**config.mk**
```make
export PLATFORM = sky130hd
export DESIGN_NAME = window_ctrl
export DESIGN_NICKNAME = d
export VERILOG_FILES = /design/src/rtl/window_ctrl_pkg.sv /design/src/rtl/pix_counter.sv /design/src/rtl/window_ctrl.sv
export SDC_FILE = /design/constraint.sdc
export NUM_CORES = 1
export LEC_CHECK = 0
export ABC_AREA = 1
export CAP_MARGIN = 20
export CORE_MARGIN = 2
export CORE_UTILIZATION = 40
export CTS_BUF_LIST = sky130_fd_sc_hd__clkbuf_4 sky130_fd_sc_hd__clkbuf_8
export DETAILED_ROUTE_END_ITERATION = 16
export PLACE_DENSITY_LB_ADDON = 0.25
export SYNTH_ARGS = -nofsm -noshare
export SYNTH_HDL_FRONTEND = slang
export SYNTH_SLANG_ARGS = --single-unit
```
**constraint.sdc**
```tcl
create_clock -name i_clk -period 2.6 [get_ports i_clk]
set_input_delay 0.52 -clock i_clk [delete_from_list [all_inputs] [get_ports i_clk]]
set_output_delay 0.52 -clock i_clk [all_outputs]
set_load 0.01 [all_outputs]
```
**src/rtl/window_ctrl_pkg.sv**
```systemverilog
// Shared types and width helpers for the sliding-window controller.
// Imported by the pixel counter and the window_ctrl top.
package window_ctrl_pkg;

  typedef enum logic [1:0] {
    IDLE = 2'd0,
    FILL = 2'd1,
    RUN  = 2'd2,
    DONE = 2'd3
  } state_e;

  // Counter width for a range of n values; never below one bit.
  function automatic int cnt_w(input int n);
    return (n > 1) ? $clog2(n) : 1;
  endfunction

endpackage

```
**src/rtl/pix_counter.sv**
```systemverilog
// Column/row raster counter holding the last accepted pixel position.
// Exposes the position the next increment would produce and a last-pixel flag.
module pix_counter
  import window_ctrl_pkg::*;
#(
  parameter  int W  = 640,
  parameter  int H  = 480,
  localparam int CW = cnt_w(W),
  localparam int RW = cnt_w(H)
) (
  input  logic          i_clk,
  input  logic          i_rst_n,
  input  logic          inc_i,
  input  logic          clr_i,
  output logic [CW-1:0] col_o,
  output logic [RW-1:0] row_o,
  output logic [CW-1:0] nxt_col_o,
  output logic [RW-1:0] nxt_row_o,
  output logic          last_o
);

  logic [CW-1:0] col_q, col_d;
  logic [RW-1:0] row_q, row_d;
  logic          col_wrap;
  logic          row_wrap;

  assign col_wrap = (col_q == CW'(W - 1));
  assign row_wrap = (row_q == RW'(H - 1));

  always_comb begin
    nxt_col_o = col_wrap ? '0 : col_q + 1'b1;
    nxt_row_o = row_q;
    if (col_wrap) begin
      nxt_row_o = row_wrap ? '0 : row_q + 1'b1;
    end
  end

  // Flags that the pixel about to be counted closes the frame.
  assign last_o = (nxt_col_o == CW'(W - 1)) &&
                  (nxt_row_o == RW'(H - 1));

  always_comb begin
    col_d = col_q;
    row_d = row_q;
    if (clr_i) begin
      col_d = '0;
      row_d = '0;
    end else if (inc_i) begin
      col_d = nxt_col_o;
      row_d = nxt_row_o;
    end
  end

  always_ff @(posedge i_clk or negedge i_rst_n) begin
    if (!i_rst_n) begin
      col_q <= '0;
      row_q <= '0;
    end else begin
      col_q <= col_d;
      row_q <= row_d;
    end
  end

  assign col_o = col_q;
  assign row_o = row_q;

endmodule

```
**src/rtl/window_ctrl.sv**
```systemverilog
// Frame sequencer for a KERNEL x KERNEL sliding window over a raster.
// Drives line-buffer shift enables and flags when the window is full.
module window_ctrl
  import window_ctrl_pkg::*;
#(
  parameter  int IMG_WIDTH  = 640,
  parameter  int IMG_HEIGHT = 480,
  parameter  int KERNEL     = 3,
  localparam int CW         = cnt_w(IMG_WIDTH),
  localparam int RW         = cnt_w(IMG_HEIGHT)
) (
  input  logic          i_clk,
  input  logic          i_rst_n,
  input  logic          i_valid,
  input  logic          i_sof,
  input  logic          i_abort,
  output logic          o_shift,
  output logic [CW-1:0] o_col,
  output logic [RW-1:0] o_row,
  output logic          o_win_valid,
  output logic          o_eof,
  output logic          o_busy
);

  state_e        state_q, state_d;
  logic          win_q, win_d;
  logic          in_frame;
  logic          accept;
  logic          restart;
  logic          cnt_inc;
  logic          cnt_clr;
  logic          last;
  logic          to_run;
  logic [CW-1:0] nxt_col;
  logic [RW-1:0] nxt_row;
  logic [CW-1:0] pos_col;
  logic [RW-1:0] pos_row;

  assign in_frame = (state_q == FILL) || (state_q == RUN);

  // Abort wins over everything, including the shift enable.
  always_comb begin
    accept = 1'b0;
    if (!i_abort && i_valid) begin
      accept = (state_q == IDLE) ? i_sof : in_frame;
    end
  end

  assign restart = accept && i_sof;
  assign cnt_inc = accept && !i_sof;
  assign cnt_clr = i_abort || restart;

  pix_counter #(
    .W (IMG_WIDTH),
    .H (IMG_HEIGHT)
  ) u_cnt (
    .i_clk     (i_clk),
    .i_rst_n   (i_rst_n),
    .inc_i     (cnt_inc),
    .clr_i     (cnt_clr),
    .col_o     (o_col),
    .row_o     (o_row),
    .nxt_col_o (nxt_col),
    .nxt_row_o (nxt_row),
    .last_o    (last)
  );

  // Position of the pixel being accepted this cycle.
  assign pos_col = restart ? '0 : nxt_col;
  assign pos_row = restart ? '0 : nxt_row;

  assign to_run = (pos_row == RW'(KERNEL - 1)) &&
                  (pos_col == '0);

  always_comb begin
    state_d = state_q;
    unique case (state_q)
      IDLE: begin
        if (accept) state_d = FILL;
      end
      FILL: begin
        if (restart)              state_d = FILL;
        else if (accept && to_run) state_d = RUN;
      end
      RUN: begin
        if (restart)             state_d = FILL;
        else if (accept && last) state_d = DONE;
      end
      DONE: begin
        state_d = IDLE;
      end
      default: begin
        state_d = IDLE;
      end
    endcase
    if (i_abort) state_d = IDLE;
  end

  always_comb begin
    win_d = 1'b0;
    if (accept &&
        (int'(pos_row) >= KERNEL - 1) &&
        (int'(pos_col) >= KERNEL - 1)) begin
      win_d = 1'b1;
    end
  end

  always_ff @(posedge i_clk or negedge i_rst_n) begin
    if (!i_rst_n) begin
      state_q <= IDLE;
      win_q   <= 1'b0;
    end else begin
      state_q <= state_d;
      win_q   <= win_d;
    end
  end

  assign o_shift     = accept;
  assign o_win_valid = win_q;
  assign o_eof       = (state_q == DONE);
  assign o_busy      = (state_q != IDLE);

endmodule

```
==> metrics <==
outcome=complete, no violations; via count=1816; critical path class=reg2out; MaxCap Viol Count=0; FF/Latch Area=550.5 sq um; gp weighted congestion=0.8914; CTS tree=built; sequential fraction of the synthesis area=31.12%; DRC=0; placed cell areas=2138 sq um; final WL=4.506 mm; combinational fraction of design power=27.5%; Cell Rows=24; Power Dens Cells=438.5 nW/um^2; Hold WC Path Type=reg2reg; GRT Total Usage=19.07%; Post-synth top cells=78 x nand2_1, 42 x inv_1, 26 x nor2_1; cell area after synthesis=1769 sq um; fin nets=315; area grow syn2layout=25.46%; CTS buffer count=3; placed cells=350; Post-Route Setup TNS=0 ps; reg-to-reg critical path startpoint=u_cnt.row_o[1]; DIE AREA=4971 sq um; Syn Nets=278; Initial DRC Count=107; vias in the first global route=1661; worst reg-to-reg path cell count=16; Req. time, crit path=2080 ps; IO Port Bufs=27; via/cell ratio=5.115; CTS clock-pin slew for the worst setup and hold paths=90 ps; Overflow after GRT=0; final setup vio count=0; clk root buf=clkbuf_8; synth unique cells=29; Initial Util=41.20%; proportion of layout cells with a drive suffix above 1=10.89%; Final Max Slew Viols=0; Leak Pwr=1.117 nW; Worst VDD drop=0.3190 mV; Int Power=0.6779 mW; Syn. warnings=0; clk_lat worst skew=270 ps; Fin Clk Skew=8.536 ps; clk sinks=22; clock power share=33.8%; first drt pass iteration count=4; EDFF count, synth=0; Final Non-Filler Cells=355; WHS=574.5 ps; type of origin of the critical path=register; syn avg cell area=6.626 sq um; R2R Setup Slk=380 ps; clock buffer depth=2; crit path DAT=1990 ps; top cell type's share of synthesized area=31.12%; Final period util=96.38%; hold path startpoint=state_q[0]; Die X=70.51 microns; Mapped Cells=267; RSZ-0062 raised after global routing=false; WL per Instance=12.69 microns; hold path cells=2; DP HPWL=3.373 mm; FF-to-FF End=state_q[1]; slew at the pin closest to its max-slew limit=433.1 ps; crit-path max FO=4; ANT nets after route=0; largest net degree at the start of global routing=23; sequential share of power=38.7%; Fill cells=459; # IOs=28; Finished Cell Area=2220 sq um; core box area=4294 sq um; antenna cell count=0; Tmin final=2506 ps; WHS Endpoint=state_q[0]; P_sw=0.2954 mW; first-pass GRT wire length=7.624 mm; critical path capture point type=output pin; area occupied by multi-input gates=1026 sq um; Async SR Flop Fraction=100.0%; switching fraction of total power=30.35%; Synth Flop Type=dfrtp_1; Yosys reg bits=22; Worst slew margin=70.91%; Hold Violations, Final=0; initial antenna violation count=0; most common cell in the netlist=nand2_1; fmax=399.1 MHz; Die Y=70.51 microns; CTS H-tree depth=1; Synth area leaders=dfrtp_1 31%, nand2_1 17%, inv_1 8.9%; dominant cell type by area after synthesis=dfrtp_1
sequential cells by signal, summed over array words and instances (netlist names):
signal / flops
u_cnt.col_o: 10
o_win_valid: 1
state_q: 2
u_cnt.row_o: 9
power by group through the flow:
stage / Combinational, mW / Sequential (mW) / Clock (mW)
after global placement: 0.251 / 0.383 / 0
after floorplan: 0.152 / 0.382 / 0
after detailed placement: 0.256 / 0.382 / 0
final: 0.267 / 0.377 / 0.329
after global routing: 0.302 / 0.378 / 0.347
after CTS: 0.256 / 0.377 / 0.333
per-stage QoR:
step	total power [mW]	util, %	worst slack, ps
after floorplan	0.5342	-	581.7
after global placement	0.6340	49.80	137.2
after detailed placement	0.6382	49.80	106.5
after CTS	0.9656	51.46	85.13
after global routing	1.027	51.69	3.640
final	0.9733	51.69	94.16
worst max-delay path, stage by stage, from the launching register on:
cell	delay, ps
dfrtp_1	440
inv_1	90
ha_2	320
nand2_1	50
o21ai_0	70
nand2_1	110
inv_1	100
clkdlybuf4s50_1	530
cells by family after synthesis:
group           share of synthesized area [%]
compound gates                          11.10
flops                                   31.12
simple gates                            42.01
xor+xnor                               0.4951
buf+inv                                 11.03
fa+ha+maj                               4.243
routing by layer:
metal	vias up	share of wire [%]	global-route usage [%]
li1	933	-	-
met1	824	47	26.82
met2	54	46	30.08
met3	5	6.2	3.463
met4	0	1.0	5.342
met5	-	0	0
placed cells by master (no fill, tap or decap), types with 2 or more instances in the layout:
master,synthesis,layout
o21ai_0,9,9
o22ai_1,16,16
buf_4,0,8
nand4_1,5,5
nor2_2,2,2
dfrtp_1,22,22
clkinv_1,3,3
nor3_1,6,6
clkdlybuf4s50_1,0,27
nand2_2,3,3
nand3_1,24,24
a21oi_1,2,2
clkbuf_8,0,3
nand2_4,3,3
nand2_1,78,78
o21ai_1,2,2
nand3_2,4,4
inv_1,42,42
nor2_1,26,26
ha_1,6,5
inv_2,2,2
worst max path at each step:
stage / start / to / slack [ps] / depth (start not counted)
final: state_q[1] / o_shift / 90 / 7
after global routing: state_q[0] / o_shift / 4 / 7
after CTS: state_q[0] / o_shift / 90 / 8
after detailed placement: i_sof / o_shift / 110 / 6
after global placement: i_sof / o_shift / 140 / 6
after floorplan: u_cnt.col_o[0] / state_q[0] / 580 / 15
cell type report:
class / count / area share (%)
Tap cell: 52 / 2.931
Clock inverter: 1 / 1.353
Timing Repair Buffer: 35 / 14.88
Multi-Input combinational cell: 195 / 46.22
Clock buffer: 3 / 1.860
Sequential cell: 22 / 24.80
Inverter: 47 / 7.948
repair_timing:
action,in CTS,in global routing
setup buffers,0,1
hold endpoints to repair,0,0
hold buffers,0,0
setup endpoints to repair,0,1
gates resized for setup,0,1
Power figures use the tool's default switching activity.
==> patch 1 (same flow settings) <==
Put a register stage on the outputs `o_shift`, `o_eof` and `o_busy`, without a reset. The values now appear one clock later. The other outputs are not delayed to match.
--- a/src/rtl/window_ctrl.sv
+++ b/src/rtl/window_ctrl.sv
@@ -115,10 +115,12 @@
     end
   end
 
-  assign o_shift     = accept;
   assign o_win_valid = win_q;
-  assign o_eof       = (state_q == DONE);
-  assign o_busy      = (state_q != IDLE);
+  always_ff @(posedge i_clk) begin
+    o_shift <= accept;
+    o_eof   <= (state_q == DONE);
+    o_busy  <= (state_q != IDLE);
+  end
 
 endmodule
 
Check against the original RTL: not equivalent (Yosys sat finds a counterexample within 4 cycles, from zero or initial values and one cycle with i_rst_n low).
==> patch 1 against the original RTL <==
Die area grew 2.1%; wire length shrank 2.1%; largest cell class unchanged; cell area is 0.85% lower; sequential cell count up 3; sequential share of layout area is 2.9 points higher; worst setup slack improved by 0.20 ns; utilization is 1.1 points lower; synthesized area increased by 2.2%; highest routed layer unchanged; count of clock-buffer cells in the layout unchanged; total power fell by 6.0%; via count increased by 0.28%.
==> patch 1: results (changes against the original RTL) <==
stage	metric	value	unit	change
global_route	grt_pass1_wl	7645	microns	+0.28%
critical_path	cp.arrival	2.48	ns	+0.49 ns
global_route	grt.total_usage	18.85	%	-0.22 points
timing	worstMarginPinSlew	0.5262	ns	+0.09314 ns
global_route	use_met1	27.53	%	+0.71 points
synth	async_reset_ff_share	88.00	%	-12 points
power	irDropWorstVdd	0.0002407	V	-25%
route	met3WireLength	175	microns	-38%
critical_path	critPathSlowestCell	dfrtp_1		
global_route	met3_usage	1.969	%	-1.5 points
place	dp_cells	351		+0.29%
timing	skew	0.004830	ns	-0.003707 ns
status	status	complete, no violations		
place	place_congestion	0.8586		-3.7%
finish	nFillCells	438		-4.6%
synth	synthAdderAreaFrac	4.152	%	-0.091 points
critical_path	r2r_cells	13		-3
synth	netlist_top_cells_count	nand2_1 (80), inv_1 (41), nand3_1 (28)		
finish	layout-drive-gt1-share	8.581	%	-2.3 points
route	wl_met2	1972	microns	-5.1%
synth	syn_inst	271		+1.5%
synth	seq_area_frac_synth	33.77	%	+2.7 points
global_route	grt.met2_usage	28.91	%	-1.2 points
place	hpwl	3377	microns	+0.14%
route	met1Wirelength	2194	microns	+4.5%
critical_path	cpPeakStageDelay	0.46	ns	-0.07 ns
route	vias_per_cell	5.130		+0.28%
synth	synth_compound_area_share	10.80	%	-0.31 points
synth	synth_cell_type_count	26		-10%
power	p_leak	1.041	nW	-6.8%
critical_path	cpLargestDelayFamily	simple AND/OR/NAND/NOR gates		
power	p_switching	0.2966	mW	+0.40%
## patch 1: cell types whose count changed in the layout (fill, tap and decap cells not counted), moves of 2 or more
cell / delta
o21ai_0: +3
buf_4: -4
nor3_1: -2
nand2_4: -2
dfxtp_1: +3
o22ai_1: -2
nand3_1: +4
clkinv_1: -3
nand2_1: +2
## patch 1: cell type report
| class | count | share of cell area [%] |
|---|---|---|
| clock inverters | 1 | 0.2274 |
| clock buffers | 3 | 1.876 |
| multi-input cells | 200 | 46.22 |
| well taps | 52 | 2.956 |
| flip-flops and latches | 25 | 27.74 |
| inverters | 43 | 7.334 |
| repair buffers | 31 | 13.64 |
## patch 1: metrics by stage
stage / hold WS [ns] / area, sq um / setup slack [ns]
floorplan: 0.2244 / 1808 / 0.6124
global placement: 0.5338 / 2155 / 0.3464
detailed placement: 0.5379 / 2155 / 0.3136
CTS: 0.5616 / 2201 / 0.3219
global route: 0.5827 / 2201 / 0.02191
finish: 0.5616 / 2201 / 0.2943
## patch 1: power groups by stage
stage | Clock [mW] | Combinational (mW) | Sequential (mW)
2_1_floorplan | 0 | 0.142 | 0.449
5_1_grt | 0.262 | 0.275 | 0.439
4_1_cts | 0.248 | 0.242 | 0.433
6_report | 0.240 | 0.242 | 0.434
3_3_place_gp | 0 | 0.242 | 0.441
3_5_place_dp | 0 | 0.242 | 0.440
## patch 1: path summary, 6_finish.rpt
| check | startpoint | endpoint | slack (ns) |
|---|---|---|---|
| max | u_cnt.row_o[1] | state_q[1] | 0.29 |
| min | state_q[1] | state_q[1] | 0.56 |
| max reg2reg | u_cnt.row_o[1] | state_q[1] | 0.29 |
| min reg2reg | state_q[1] | state_q[1] | 0.56 |
| max in group asynchronous | i_rst_n | u_cnt.row_o[4] | 1.79 |
| min in group asynchronous | i_rst_n | u_cnt.col_o[5] | 0.58 |
==> patch 2 (config.mk and constraints unchanged) <==
Without the edit above. Change the parameter `IMG_HEIGHT` from 480 to 120.
--- a/src/rtl/window_ctrl.sv
+++ b/src/rtl/window_ctrl.sv
@@ -4,7 +4,7 @@
   import window_ctrl_pkg::*;
 #(
   parameter  int IMG_WIDTH  = 640,
-  parameter  int IMG_HEIGHT = 480,
+  parameter  int IMG_HEIGHT = 120,
   parameter  int KERNEL     = 3,
   localparam int CW         = cnt_w(IMG_WIDTH),
   localparam int RW         = cnt_w(IMG_HEIGHT)
Ports: changed (resized o_row); port bits go from 28 to 26. The function was not compared with the original's and may differ.
==> patch 2 against the original RTL <==
Synthesized cell count shrank 7.9%; cell area shrank 10%; critical endpoint unchanged; worst setup slack gained 0.027 ns; sequential cell count shrank 2; wire length shrank 13%; total power shrank 14%; utilization shrank 1.2 points; synthesized area shrank 8.6%.
==> patch 2: results (changes against the original RTL) <==
stage	metric	value	unit	change
status	status	complete, no violations		
global_route	grt.total_usage	19.45	%	+0.39 points
synth	synth_cell_type_count	27		-6.9%
route	routed_wl	3913	microns	-13%
place	placed_cell_area	0.001927	sq mm	-9.9%
synth	synthAdderAreaFrac	5.414	%	+1.2 points
synth	synthTopCellsByArea	dfrtp_1 (31%), nand2_1 (16%), nand3_1 (9.9%), inv_1 (9.0%), ha_1 (5.4%)		
global_route	met3_usage	2.167	%	-1.3 points
place	place_ws	0.1701	ns	+0.06357 ns
clock_network	clk_pin_slew	0.07	ns	-0.02 ns
finish	multi_input_area_share	47.11	%	+0.88 points
power	p_leak	0.9713	nW	-13%
power	swShare	32.34	%	+2.0 points
finish	multi_input_area	937.1	sq um	-8.7%
place	place_congestion	0.8207		-7.9%
finish	seq_area	500.5	sq um	-9.1%
route	met3WireLength	228	microns	-19%
finish	nFillCells	392		-15%
timing	skew	0.004404	ns	-0.004132 ns
global_route	use_met1	27.63	%	+0.81 points
finish	clkbuf_count	4		+1
timing	fmaxAchievable	403.4	MHz	+1.1%
synth	avgSynthCellArea	6.576	sq um	-0.75%
power	p_per_area	420.6	mW/mm^2	-4.1%
finish	num-nonclk-buffers	29		-17%
route	drtIter0Drc	87		-19%
finish	nonClockInverterCount	41		-13%
finish	buffer_area_share	14.09	%	-0.79 points
critical_path	cpPeakStageDelay	0.55	ns	+0.02 ns
route	wl_met2	1740	microns	-16%
-- patch 2: changes by cell type after synthesis, sizes merged, moves of 2 or more --
| cell | change |
|---|---|
| nor2 | -4 |
| inv | -4 |
| dfrtp | -2 |
| clkinv | -2 |
| nand2 | -13 |
| o22ai | -5 |
| nand3 | +8 |
| nor3 | -6 |
| nand4 | +3 |
-- patch 2: worst max-delay path: cells and delay by family, from the launching register on --
kind	cells	cell delay, ns
buf+inv	4	0.84
flops	1	0.40
fa+ha+maj	1	0.24
simple gates	3	0.21
-- patch 2: final timing paths --
path,from,end,slack (ns),depth (start not counted)
max,state_q[0],o_shift,0.12,8
min,state_q[0],state_q[0],0.54,2
max reg2reg,state_q[0],state_q[0],0.44,16
min reg2reg,state_q[0],state_q[0],0.54,2
max in group asynchronous,i_rst_n,u_cnt.row_o[3],1.80,2
min in group asynchronous,i_rst_n,u_cnt.col_o[4],0.59,2
-- patch 2: what timing repair did --
action,CTS,global route
buffers inserted,0,1
hold buffers,0,0
endpoints found under the setup margin,0,1
